## src/rtl/bcd_seg_scan.sv

```systemverilog
// bcd_seg_scan: latches a BCD triple and time-multiplexes it onto a 3-digit 7-segment display; define BCD_SEG_LZB_EN for leading-zero blanking
module bcd_seg_scan #(
  parameter int SCAN_DIV = 4
) (
  input  logic       clk,
  input  logic       rst_n,
  input  logic       in_valid,
  input  logic [2:0] in_hundred,
  input  logic [3:0] in_ten,
  input  logic [3:0] in_unit,
  output logic [6:0] seg,
  output logic [2:0] dig_sel,
  output logic       frame_done
);
  localparam int CW = $clog2(SCAN_DIV) + 1;
  localparam logic [CW-1:0] LAST = CW'(SCAN_DIV - 1);
  logic [2:0]    hun;
  logic [3:0]    ten, unit, cur;
  logic [CW-1:0] div_cnt;
  logic [1:0]    idx;
  logic          wrap_q, dwell_end, cur_bad, blank;
  logic [6:0]    seg_nx;
  logic [2:0]    sel_nx;
  function automatic logic [6:0] dec(input logic [3:0] d);
    case (d)
      4'd0:    dec = 7'b0111111;
      4'd1:    dec = 7'b0000110;
      4'd2:    dec = 7'b1011011;
      4'd3:    dec = 7'b1001111;
      4'd4:    dec = 7'b1100110;
      4'd5:    dec = 7'b1101101;
      4'd6:    dec = 7'b1111101;
      4'd7:    dec = 7'b0000111;
      4'd8:    dec = 7'b1111111;
      4'd9:    dec = 7'b1101111;
      default: dec = 7'b1000000;
    endcase
  endfunction
  // select the active digit and build the next display pattern
  always_comb begin
    dwell_end = div_cnt == LAST;
    cur       = idx == 2'd2 ? {1'b0, hun} : idx == 2'd1 ? ten : unit;
    cur_bad   = idx == 2'd2 ? hun > 3'd5 : cur > 4'd9;
`ifdef BCD_SEG_LZB_EN
    blank     = (idx == 2'd2 && hun == 3'd0) || (idx == 2'd1 && hun == 3'd0 && ten == 4'd0);
`else
    blank     = 1'b0;
`endif
    seg_nx    = cur_bad ? 7'b1000000 : blank ? 7'b0000000 : dec(cur);
    sel_nx    = idx == 2'd2 ? 3'b100 : idx == 2'd1 ? 3'b010 : 3'b001;
  end
  // capture, dwell counter, scan index and registered display outputs
  always_ff @(posedge clk or negedge rst_n) begin
    if (!rst_n) begin
      hun        <= '0;
      ten        <= '0;
      unit       <= '0;
      div_cnt    <= '0;
      idx        <= '0;
      wrap_q     <= 1'b0;
      seg        <= '0;
      dig_sel    <= '0;
      frame_done <= 1'b0;
    end else begin
      if (in_valid) begin
        hun  <= in_hundred;
        ten  <= in_ten;
        unit <= in_unit;
      end
      div_cnt    <= dwell_end ? '0 : div_cnt + 1'b1;
      idx        <= dwell_end ? (idx == 2'd2 ? 2'd0 : idx + 2'd1) : idx;
      wrap_q     <= dwell_end && idx == 2'd2;
      frame_done <= wrap_q;
      seg        <= seg_nx;
      dig_sel    <= sel_nx;
    end
  end
endmodule

```

## config.mk

```make
export PLATFORM = sky130hd
export DESIGN_NAME = bcd_seg_scan
export DESIGN_NICKNAME = d
export VERILOG_FILES = /design/src/rtl/bcd_seg_scan.sv
export SDC_FILE = /design/constraint.sdc
export NUM_CORES = 1
export LEC_CHECK = 0
export BUFFER_PORTS_ARGS = -buffer_cell sky130_fd_sc_hd__buf_2
export CORE_UTILIZATION = 32
export CTS_CLUSTER_DIAMETER = 150
export DETAILED_ROUTE_END_ITERATION = 8
export GPL_TIMING_DRIVEN = 0
export PLACE_DENSITY = 0.52
export SLEW_MARGIN = 10
export SYNTH_ARGS = -nofsm -noshare
export SYNTH_HDL_FRONTEND = slang
export SYNTH_SLANG_ARGS = --single-unit
```

## constraint.sdc

```tcl
create_clock -name clk -period 3.05 [get_ports clk]
set_input_delay 0.305 -clock clk [delete_from_list [all_inputs] [get_ports clk]]
set_output_delay 0.305 -clock clk [all_outputs]
set_load 0.01 [all_outputs]
```

-- Yosys cells after proc, flatten, opt, wreduce, memory -nomap -nowiden
Memories as Yosys holds them, arrays and structs flattened.
Cells that the tools add are included.
- memories kept: 1
- flip-flop bits (word level): 28
- ROM bits: 112
- logic and storage cells: 26
- bits of input ports: 14
- multiplexer cells: 8
- add/sub/neg operators: 2
- equal/unequal tests: 3
- reduce and logical (&&, ||, !) cells: 1
- order comparisons: 2
- memory list (name ; words ; width ; rd ports ; clocked after Yosys merged registers in ; wr ports ; line ; text):
    (no name shown) ; 16 ; 7 ; 1 ; 0 ; 0 ; 25 ; case (d)
- operator list (operator ; count):
    2-to-1 mux 4 bit ; 2
    2-to-1 mux 7 bit ; 1
    2-to-1 mux 3 bit ; 2
    > comparator 4 bit, second input constant ; 1
    2-to-1 mux 2 bit ; 2
    adder 3 x 1 -> 3 bit, second input constant ; 1
    equality test 3 x 2 -> 1 bit, second input constant ; 1
    > comparator 3 bit, second input constant ; 1
    adder 2 x 1 -> 2 bit, second input constant ; 1
    equality test 2 x 1 -> 1 bit, second input constant ; 1
    equality test 2 bit, second input constant ; 1
    logical AND 1 bit ; 1
    2-to-1 mux 1 bit ; 1

-- Logic depth before layout (Yosys ltp)
- depth in word-level cells: 6
- depth in mapped cells: 11

-- Worst setup path after synthesis
No wires, ideal clock.
- path kind: reg2reg
- from: reg idx[1]
- to: reg seg[0]
- data required time: 2.895 ns
- slack: 0.646 ns
- arrival time: 2.249 ns
- period minus slack after synthesis: 2.404 ns
- stages on the path, launching flop included: 12
- cells stage by stage: dfrtp_1 inv_1 ha_1 buf_6 mux2_2 mux2i_1 inv_1 ha_1 nor2_1 nor2_1 o21ai_0 a221oi_1
- word-level cells in the longest chain between the ends: 6
- ends and longest elaborated chain (what ; line ; text):
    start: declaration ; 20 ; logic [1:0] idx;
    start signal: assignment ; 71 ; idx <= dwell_end ? (idx == 2'd2 ? 2'd0 : idx + 2'd1) : idx;
    equality test 2 x 1 -> 1 bit ; 42 ; cur = idx == 2'd2 ? {1'b0, hun} : idx == 2'd1 ? ten : unit;
    2-to-1 mux 4 bit (2 in series) ; 42 ;
    > comparator 4 bit ; 43 ; cur_bad = idx == 2'd2 ? hun > 3'd5 : cur > 4'd9;
    2-to-1 mux 1 bit ; 43 ;
    2-to-1 mux 7 bit * ; 49 ; seg_nx = cur_bad ? 7'b1000000 : blank ? 7'b0000000 : dec(cur);
    net seg_nx[0] ; 22 ; logic [6:0] seg_nx;
    end signal: assignment ; 74 ; seg <= seg_nx;
    end: declaration ; 11 ; output logic [6:0] seg,
The timed path passes the listed nets; every way through them passes the cells marked *.
A chain may end at the register's enable or synchronous reset.

-- Final worst setup path
Same ends and word-level chain as after synthesis.

==> results.toml <==
[status]
status = "complete, no violations"

[sta]
worstMarginPinSlew_ps = 600
hold_viol_final = 0
rsz0062_at_grt = "false"
min_period_over_period_pct = 85.8
fmax_ghz = 0.382
finalSetupViolCount = 0
fin_tns_setup_ps = 0
fin_skew_ps = 3.02
fin_ws_ps = 435
fin_crit_ps = 2620
max-slew-margin-rel_pct = 60.0
hold_slack_ps = 33.3
slew_viol_final = 0

[synth]
netlist_top_cells_area = "dfrtp_1, mux2_2, ha_1"
netlist.top_cell.by_area = "dfrtp_1"
synth-seq-cells = 28
avgSynthCellArea_um2 = 12.9
ys.flop_type = "dfrtp_1"
yosysSeqAreaShare_pct = 54.4
syn-num-nets = 124
synth_edf_count = 0
synthArstFlopShare_pct = 100
synthCells = 100
synth_top_area_share_pct = 54.4
synth.most_common_cell = "dfrtp_1"
ys_types = 24
ys.warnings.count = 0
syn_area_um2 = 1290
synth_common_cells = "dfrtp_1, mux2_2, ha_1"

[die]
die_area_um2 = 4290
die_h_um = 65.5
coreArea_um2 = 3770
boundaryPins = 25
rows = 22
start_util_pct = 34.2
die_x_um = 65.5

[flow_run]
maxCapViolCount = 0

[routing]
postRouteAntennaNets = 0
first_iter_violations = 27
wirelength_um = 2080
via_per_inst = 4.57
drt_first_pass_iters = 4
vias = 799
drt-wirelength-per-cell_um = 11.9
drc = 0

[placement]
port_buffers = 24
gp_congestion = 0.770
dpl.hpwl_um = 1590
post-place-ws_ps = 272

[cells_and_area]
fin_nets = 153
regArea_um2 = 701
synthToLayoutAreaGrowth_pct = 17.2
n_antenna_cell = 0
layout-drive-gt1-share_pct = 35.4
fill_cells = 361
multi_input_area_um2 = 547

[power_and_ir_drop]
switching_share_pct = 25.0
vdd_drop_max_mv = 0.186
pwr-share-clk_pct = 26.5
switching_power_mw = 0.181
power_mw = 0.726
combPwrFrac_pct = 16.7
seqPwrFrac_pct = 56.8
p_int_mw = 0.545
leakagePower_nw = 0.726
powerDensity_nw_per_um2 = 481

[critical_path]
worstSetupEndpointType = "register"
crit_type = "register to register"
required_ps = 3180
crit_path_cell_trace = "inv_1, ha_1, buf_6, mux2_2, mux2i_1, inv_1, ha_1, nor2_1, nor2_1, o21ai_1, a221oi_1"
arrival_ps = 2750
crit_family = "multiplexers"
critical-path-max-stage-delay_ps = 390
crit_path_top_delay_cell = "dfrtp_1"
start_kind = "register"
critPathBufInv = 3
worstPathMaxFanout = 7

[clocking]
cts_setup_buffers = 0
ctsHtreeMaxLevel = 1
max-clock-path-buffers = 2
clockRootBuffer = "clkbuf_8"
cts.sinks = 28
path_clk_slew_ps = 90
clock_latency_ps = 270
cts_made_buffers = 3
tritoncts = "built"

[min_path]
min_path_type = "primary input to asynchronous set/reset pin"

[grt]
grt_pass1_vias = 876
grt_max_degree = 29
grt_first_pass_wirelength_um = 3780
grt_usage_pct = 11.6
antenna_found_initial = 0
overflow = 0
==> power by group through the flow <==
stage | Combinational, mW | Clock (mW) | Sequential (mW)
after floorplan | 0.0712 | 0 | 0.426
after global placement | 0.121 | 0 | 0.419
after detailed placement | 0.122 | 0 | 0.421
after CTS | 0.123 | 0.206 | 0.414
after global routing | 0.138 | 0.224 | 0.417
final | 0.121 | 0.192 | 0.413
==> metrics by stage <==
stage | cells | util (%) | cell area [µm²]
final | 175 | 40.0 | 1510
after floorplan | 100 | - | 1290
after CTS | 175 | 40.0 | 1510
after detailed placement | 172 | 39.0 | 1470
after global routing | 175 | 40.0 | 1510
after global placement | 172 | 39.0 | 1470
==> worst paths after layout <==
path                               startpoint                    to  slack [ps]  cells after the start
max in group asynchronous               rst_n    hun[1]$_DFFE_PN0P_        2620                      1
min in group clk                    in_ten[0]    ten[0]$_DFFE_PN0P_         260                      2
setup reg to reg           idx[1]$_DFFE_PN0P_      seg[0]$_DFF_PN0_         430                     11
hold / removal                          rst_n  div_cnt[0]$_DFF_PN0_          30                      1
hold reg to reg              wrap_q$_DFF_PN0_  frame_done$_DFF_PN0_         350                      0
setup / recovery           idx[1]$_DFFE_PN0P_      seg[0]$_DFF_PN0_         430                     11
==> repair_timing <==
item | CTS | global route
endpoints found under the setup margin | 0 | 5
hold buffers | 0 | 0
gates resized for setup | 0 | 1
==> placed cells by master (no fill, tap or decap), drive strengths merged, types with 2 or more instances in the layout <==
cell,count
buf,25
o21ai,4
a211o,2
mux2,14
a21oi,2
dfrtp,28
a21o,2
mux2i,5
clkbuf,4
inv,7
nor2,5
a221oi,3
nand2,6
ha,10
nor2b,3
==> layout make-up <==
cell class	count	area share [%]
flip-flops and latches	28	46.4
multi-input cells	63	36.2
repair buffers	24	7.95
well taps	48	3.98
clock buffers	3	2.73
inverters	7	1.74
plain buffers	2	0.994
==> state kept, by name (all words and copies together) (netlist names) <==
signal,count
seg,7
ten,4
unit,4
dig_sel,3
div_cnt,3
hun,3
idx,2
frame_done,1
wrap_q,1
==> metal layers <==
| metal | track usage [%] | routed length, µm | up-vias |
|---|---|---|---|
| met5 | 0 | 0 | - |
| met4 | 4.08 | 37 | 0 |
| met3 | 2.60 | 82 | 4 |
| met2 | 20.6 | 987 | 15 |
| met1 | 13.6 | 977 | 383 |
| li1 | - | - | 397 |
==> kinds of logic (layout without fill, tap and decap cells) <==
group	count (synthesis)	count (layout)	share of synthesized area [%]
buffers and inverters	9	36	3.20
and+or+nand+nor	19	19	7.19
muxes	19	19	17.1
adders and majority gates	10	10	9.71
DFF	28	28	54.4
AOI/OAI and AO/OA	15	15	8.45
Power figures use the tool's default switching activity.
